==> config.mk <==
export PLATFORM = sky130hd
export DESIGN_NAME = fp_norm_round
export DESIGN_NICKNAME = d
export VERILOG_FILES = /design/src/rtl/fp_norm_round.sv
export SDC_FILE = /design/constraint.sdc
export NUM_CORES = 1
export LEC_CHECK = 0
export CAP_MARGIN = 20
export CORE_MARGIN = 8
export CORE_UTILIZATION = 45
export CTS_CLUSTER_DIAMETER = 100
export DETAILED_ROUTE_END_ITERATION = 8
export PLACE_DENSITY = 0.8
export SLEW_MARGIN = 5
export SYNTH_ARGS = -nofsm -noshare
export SYNTH_HDL_FRONTEND = slang
export SYNTH_SLANG_ARGS = --single-unit
export TNS_END_PERCENT = 100
==> constraint.sdc <==
create_clock -name clk -period 5.24 [get_ports clk]
set_input_delay 1.31 -clock clk [delete_from_list [all_inputs] [get_ports clk]]
set_output_delay 1.31 -clock clk [all_outputs]
set_load 0.005 [all_outputs]
==> src/rtl/fp_norm_round.sv <==
// fp_norm_round: normalize, round-to-nearest-even and pack the 48-bit mantissa
// product of the single-precision multiplier into an IEEE-754 single result.
// Fixed four-state sequence IDLE -> NORM -> ROUND -> PACK with a one-cycle done.
module fp_norm_round #(
  parameter int          EXP_W       = 10,
  parameter logic [31:0] NAN_PATTERN = 32'h7FC0_0000
) (
  input  logic                    clk,
  input  logic                    resetn,
  input  logic                    in_valid,
  input  logic [47:0]             prod,
  input  logic                    sign_in,
  input  logic signed [EXP_W-1:0] exp_sum,
  input  logic                    nan_in,
  input  logic                    inf_in,
  input  logic                    zero_in,
  output logic                    busy,
  output logic                    done,
  output logic [31:0]             result,
  output logic                    overflow,
  output logic                    underflow
);

  localparam logic signed [EXP_W-1:0] EXP_ONE = EXP_W'(1);
  localparam logic signed [EXP_W-1:0] EXP_MAX = EXP_W'(255);
  localparam logic signed [EXP_W-1:0] EXP_MIN = EXP_W'(0);

  typedef enum logic [1:0] {IDLE, NORM, ROUND, PACK} state_t;

  state_t state, state_nxt;

  // capture stage
  logic [47:0]             prod_p0;
  logic                    sign_p0;
  logic signed [EXP_W-1:0] exp_p0;
  logic                    nan_p0;
  logic                    inf_p0;
  logic                    zero_p0;

  // normalize stage
  logic [23:0]             mant_p1;
  logic                    guard_p1;
  logic                    sticky_p1;
  logic signed [EXP_W-1:0] exp_p1;
  logic                    zero_p1;

  // round/pack (combinational into the output registers)
  logic [24:0]             rnd_sum_p2;
  logic signed [EXP_W-1:0] exp_p2;
  logic                    zero_p2;
  logic [33:0]             packed_p2;

  // Round-to-nearest-even on a 24-bit mantissa; bit 24 of the sum is the carry-out.
  function automatic logic [24:0] round_rne(input logic [23:0] mant,
                                            input logic        guard,
                                            input logic        sticky);
    logic round_up;
    round_up  = guard & (sticky | mant[0]);
    round_rne = {1'b0, mant} + {24'd0, round_up};
  endfunction

  // Special-case priority, exponent saturation and packing; returns {ovf, unf, word}.
  function automatic logic [33:0] pack_result(input logic                    sign,
                                              input logic                    nan,
                                              input logic                    inf,
                                              input logic                    zero,
                                              input logic signed [EXP_W-1:0] exp,
                                              input logic [22:0]             frac);
    if (nan)
      pack_result = {2'b00, NAN_PATTERN};
    else if (inf)
      pack_result = {2'b00, sign, 8'hFF, 23'h0};
    else if (zero)
      pack_result = {2'b00, sign, 31'h0};
    else if (exp >= EXP_MAX)
      pack_result = {2'b10, sign, 8'hFF, 23'h0};
    else if (exp <= EXP_MIN)
      pack_result = {2'b01, sign, 31'h0};
    else
      pack_result = {2'b00, sign, exp[7:0], frac};
  endfunction

  // State register.
  always_ff @(posedge clk or negedge resetn) begin
    if (!resetn) state <= IDLE;
    else         state <= state_nxt;
  end

  // Next-state logic: only IDLE waits on in_valid, the rest is a fixed walk.
  always_comb begin
    state_nxt = state;
    case (state)
      IDLE:    if (in_valid) state_nxt = NORM;
      NORM:    state_nxt = ROUND;
      ROUND:   state_nxt = PACK;
      PACK:    state_nxt = IDLE;
      default: state_nxt = IDLE;
    endcase
  end

  // Capture operands once per pass through IDLE; ignored while busy.
  always_ff @(posedge clk or negedge resetn) begin
    if (!resetn) begin
      prod_p0 <= '0;
      sign_p0 <= 1'b0;
      exp_p0  <= '0;
      nan_p0  <= 1'b0;
      inf_p0  <= 1'b0;
      zero_p0 <= 1'b0;
    end else if (state == IDLE && in_valid) begin
      prod_p0 <= prod;
      sign_p0 <= sign_in;
      exp_p0  <= exp_sum;
      nan_p0  <= nan_in;
      inf_p0  <= inf_in;
      zero_p0 <= zero_in;
    end
  end

  // Normalize: a product in [2,4) shifts one more place and bumps the exponent.
  always_ff @(posedge clk or negedge resetn) begin
    if (!resetn) begin
      mant_p1   <= '0;
      guard_p1  <= 1'b0;
      sticky_p1 <= 1'b0;
      exp_p1    <= '0;
      zero_p1   <= 1'b0;
    end else if (state == NORM) begin
      if (prod_p0[47]) begin
        mant_p1   <= prod_p0[47:24];
        guard_p1  <= prod_p0[23];
        sticky_p1 <= |prod_p0[22:0];
        exp_p1    <= exp_p0 + EXP_ONE;
      end else begin
        mant_p1   <= prod_p0[46:23];
        guard_p1  <= prod_p0[22];
        sticky_p1 <= |prod_p0[21:0];
        exp_p1    <= exp_p0;
      end
      // A product below 1.0 with no special flag can only come from a zero operand.
      zero_p1 <= zero_p0 | ((prod_p0[47:46] == 2'b00) & ~nan_p0 & ~inf_p0);
    end
  end

  // Round and pack. On carry-out the low 24 bits of the sum are already zero,
  // which is exactly the fraction of 1.0 at the incremented exponent.
  always_comb begin
    rnd_sum_p2 = round_rne(mant_p1, guard_p1, sticky_p1);
    exp_p2     = rnd_sum_p2[24] ? (exp_p1 + EXP_ONE) : exp_p1;
    // Missing hidden bit after rounding also means the value is below 1.0.
    zero_p2    = zero_p1 | ~(rnd_sum_p2[24] | rnd_sum_p2[23]);
    packed_p2  = pack_result(sign_p0, nan_p0, inf_p0, zero_p2, exp_p2, rnd_sum_p2[22:0]);
  end

  // Output registers: flags clear on capture, result/flags load when entering PACK.
  always_ff @(posedge clk or negedge resetn) begin
    if (!resetn) begin
      busy      <= 1'b0;
      done      <= 1'b0;
      result    <= '0;
      overflow  <= 1'b0;
      underflow <= 1'b0;
    end else begin
      done <= (state == ROUND);
      case (state)
        IDLE: if (in_valid) begin
          busy      <= 1'b1;
          overflow  <= 1'b0;
          underflow <= 1'b0;
        end
        ROUND: begin
          overflow  <= packed_p2[33];
          underflow <= packed_p2[32];
          result    <= packed_p2[31:0];
        end
        PACK: busy <= 1'b0;
        default: ;
      endcase
    end
  end

endmodule
==> qor.yml <==
cts:
  post_cts_buffers: 0
  root_buffer: "clkbuf_16"
  clockBufferDepth: 2
  ctsHoldBuffers: 0
  cts_sinks: 137
  post_cts_resized: 0
  ctsHtreeMaxLevel: 4
  cts_buffers: 17
  clk_latency_ns: 0.42
  cts_tree: "done"
  clkTransAtPathRegs_ns: 0.07
floorplanning:
  dieHeight_microns: 138
  io_pins: 101
  fp-row-count: 44
  die_area_sq_um: 19200
  core_sq_um: 14600
  die_x_microns: 138
  initial_core_util_pct: 46.3
global_routing:
  grt_start_max_net_pins: 98
  grt_pass1_vias: 5106
  grt_pass1_wl_mm: 25.8
  antenna_found_initial: 0
  grt_usage_pct: 16.3
  gr-total-overflow: 0
sta:
  tightest_slew_ns: 0.942
  rsz0062_at_grt: "false"
  clock_skew_ns: 0.00948
  slew_violations: 0
  period_share_pct: 67.4
  clock.fmax_mhz: 283
  fin_crit_ns: 3.53
  fin_tns_setup_ns: 0
  relSlewSlack_pct: 37.0
  postLayoutSetupSlackWorst_ns: 1.71
  setup_viol: 0
  hold_violations: 0
final_layout:
  fin_area_sq_um: 8450
  syn_to_final_growth_pct: 25.2
  drive_above_1_share_pct: 19.4
  final_nets: 767
  seq_area_sq_um: 3430
  n_fill_cell: 1154
  multiInputGateArea_sq_um: 3030
  n_antenna_cell: 0
hold_path:
  hold_class: "flip-flop to flip-flop"
  min_from: "result[24]"
routing:
  drc: 0
  drt_iter0_drc: 307
  drtAntennaViolNets: 0
  avgRoutedWirePerCell_microns: 17.0
  drt-vias-per-instance: 5.41
  via_count: 4818
  drtPass1Iterations: 7
  wirelength_mm: 15.2
worst_setup_path:
  reg2reg_from: "sticky_p1"
  worstSetupStartpoint: "sticky_p1"
  crit_type: "flip-flop to flip-flop"
  start_kind: "flip-flop"
  cp_data_required_time_ns: 5.57
  worstSetupEndpointType: "flip-flop"
  cp_max_fo: 22
  cp.arrival_ns: 3.86
synth:
  synth_top_area_share_pct: 50.8
  synthArstFlopShare_pct: 100
  ys.flop_type: "dfrtp_1"
  synth.ff_latch_count: 137
  yosys_warnings: 0
  synthTopCellsByArea: "dfrtp_1 51%, mux2_2 10%, mux2i_1 4.0%"
  synth_nets: 675
  synthCells: 602
  yosysUniqueCellTypes: 57
  synth_top_area_cell: "dfrtp_1"
  syn_avg_cell_area_sq_um: 11.2
  ys_seq_area_share_pct: 50.8
  synth-edff-count: 0
  syn_area_sq_um: 6750
status:
  status: "completed"
placed_design:
  gp_congestion: 0.860
  port_buffers: 100
  placed_area_sq_um: 7860
  pre_cts_slack_ns: 1.69
  dp_hpwl_mm: 11.2
power:
  power_leakage_uw: 0.00350
  powerDensity_nw_per_um2: 590
  vdd_drop_max_v: 0.000288
job:
  maxCapViolCount: 0
[final timing paths]
| path | cells past startpoint | end | slack, ns |
|---|---|---|---|
| max reg2reg | 10 | result[15] | 1.71 |
| min reg2reg | 2 | result[24] | 0.51 |
| max | 10 | result[15] | 1.71 |
| min | 2 | result[24] | 0.51 |
| min in group asynchronous | 1 | prod_p0[47] | 0.95 |
| max in group asynchronous | 2 | result[22] | 3.23 |
[critical path, stage by stage, from the launching register on]
cell     delay [ns]
dfrtp_1        0.37
o21a_1         0.13
ha_1           0.19
ha_1           0.20
nand3_1        0.21
nor4_4         0.74
nand4_1        0.19
xor2_1         0.40
nor2b_1        0.29
nand4_4        0.45
o22ai_2        0.25
[power breakdown]
group          leakage, uW  internal, uW  switching (uW)
sequential         0.00163          1510             467
combinational      0.00158           900             910
clock             0.000295           702             498
[through the flow]
step	cells	hold slack [ns]	power [uW]	util, %
floorplan	602	0.476	3250	-
global placement	859	0.489	3700	53.8
detailed placement	859	0.497	3790	53.8
finish	891	0.507	4990	58.0
CTS	891	0.512	5020	58.0
global route	891	0.531	5330	58.0
[cell families after synthesis]
logic type	count (synthesis)	synth area share [%]
and+or+nand+nor	170	13.6
DFF	137	50.8
AOI/OAI and AO/OA	91	9.97
muxes	89	14.3
buffers and inverters	66	4.43
xor gates and xnor gates	41	5.43
adders and majority gates	8	1.48
[cells in the mapped netlist, types with 9 or more instances]
cell type  instances
nor4_1             9
nor2_1            62
o22ai_2           21
nand3_1           18
o22ai_1           11
xnor2_1           18
xor2_1            22
inv_1             34
mux2_2            62
a21oi_1           40
nand2_1           25
mux2i_1           27
clkbuf_1          13
nand4_1           13
dfrtp_1          137
[state kept, by name, indices dropped and copies added (netlist names)]
name	cells
sticky_p1	1
result	32
inf_p0	1
exp_p0	10
guard_p1	1
underflow	1
zero_p0	1
exp_p1	10
busy	1
overflow	1
sign_p0	1
mant_p1	24
nan_p0	1
prod_p0	48
state	2
zero_p1	1
done	1
[per-layer routing]
layer	track usage (%)	part of all wire [%]	up-vias
met3	4.38	4.7	25
met4	6.01	1.6	0
met2	26.7	49	111
li1	-	-	2313
met1	20.0	44	2369
met5	0	0	-
[placed cells by master, fill, tap and decap left out, types with 3 or more instances in the layout]
| cell type | netlist | final |
|---|---|---|
| and3_1 | 8 | 8 |
| clkdlybuf4s50_1 | 0 | 99 |
| nor4_1 | 9 | 9 |
| inv_1 | 34 | 34 |
| dfrtp_1 | 137 | 137 |
| o22ai_1 | 11 | 11 |
| nand3_1 | 18 | 18 |
| mux2_2 | 62 | 62 |
| nand4_2 | 3 | 3 |
| inv_6 | 0 | 5 |
| nor2_1 | 62 | 62 |
| nand2b_1 | 3 | 3 |
| xnor2_1 | 18 | 18 |
| a21oi_1 | 40 | 40 |
| nor2b_1 | 3 | 3 |
| o21ai_0 | 4 | 4 |
| mux2i_1 | 27 | 27 |
| a31oi_1 | 3 | 3 |
| ha_1 | 8 | 7 |
| buf_4 | 2 | 5 |
| nor3_1 | 6 | 6 |
| and2_1 | 4 | 4 |
| o22ai_2 | 21 | 21 |
| xor2_1 | 22 | 22 |
| clkbuf_16 | 0 | 17 |
| nand2_1 | 25 | 24 |
| nand4_1 | 13 | 13 |
| inv_8 | 0 | 5 |
[layout make-up]
cell class	instances	area share, %
flip-flops and latches	137	40.6
multi-input cells	399	35.8
repair buffers	105	12.3
clock buffers	19	5.36
well taps	184	2.72
clock inverters	13	1.73
inverters	34	1.51
(Power assumes the default switching activity.)
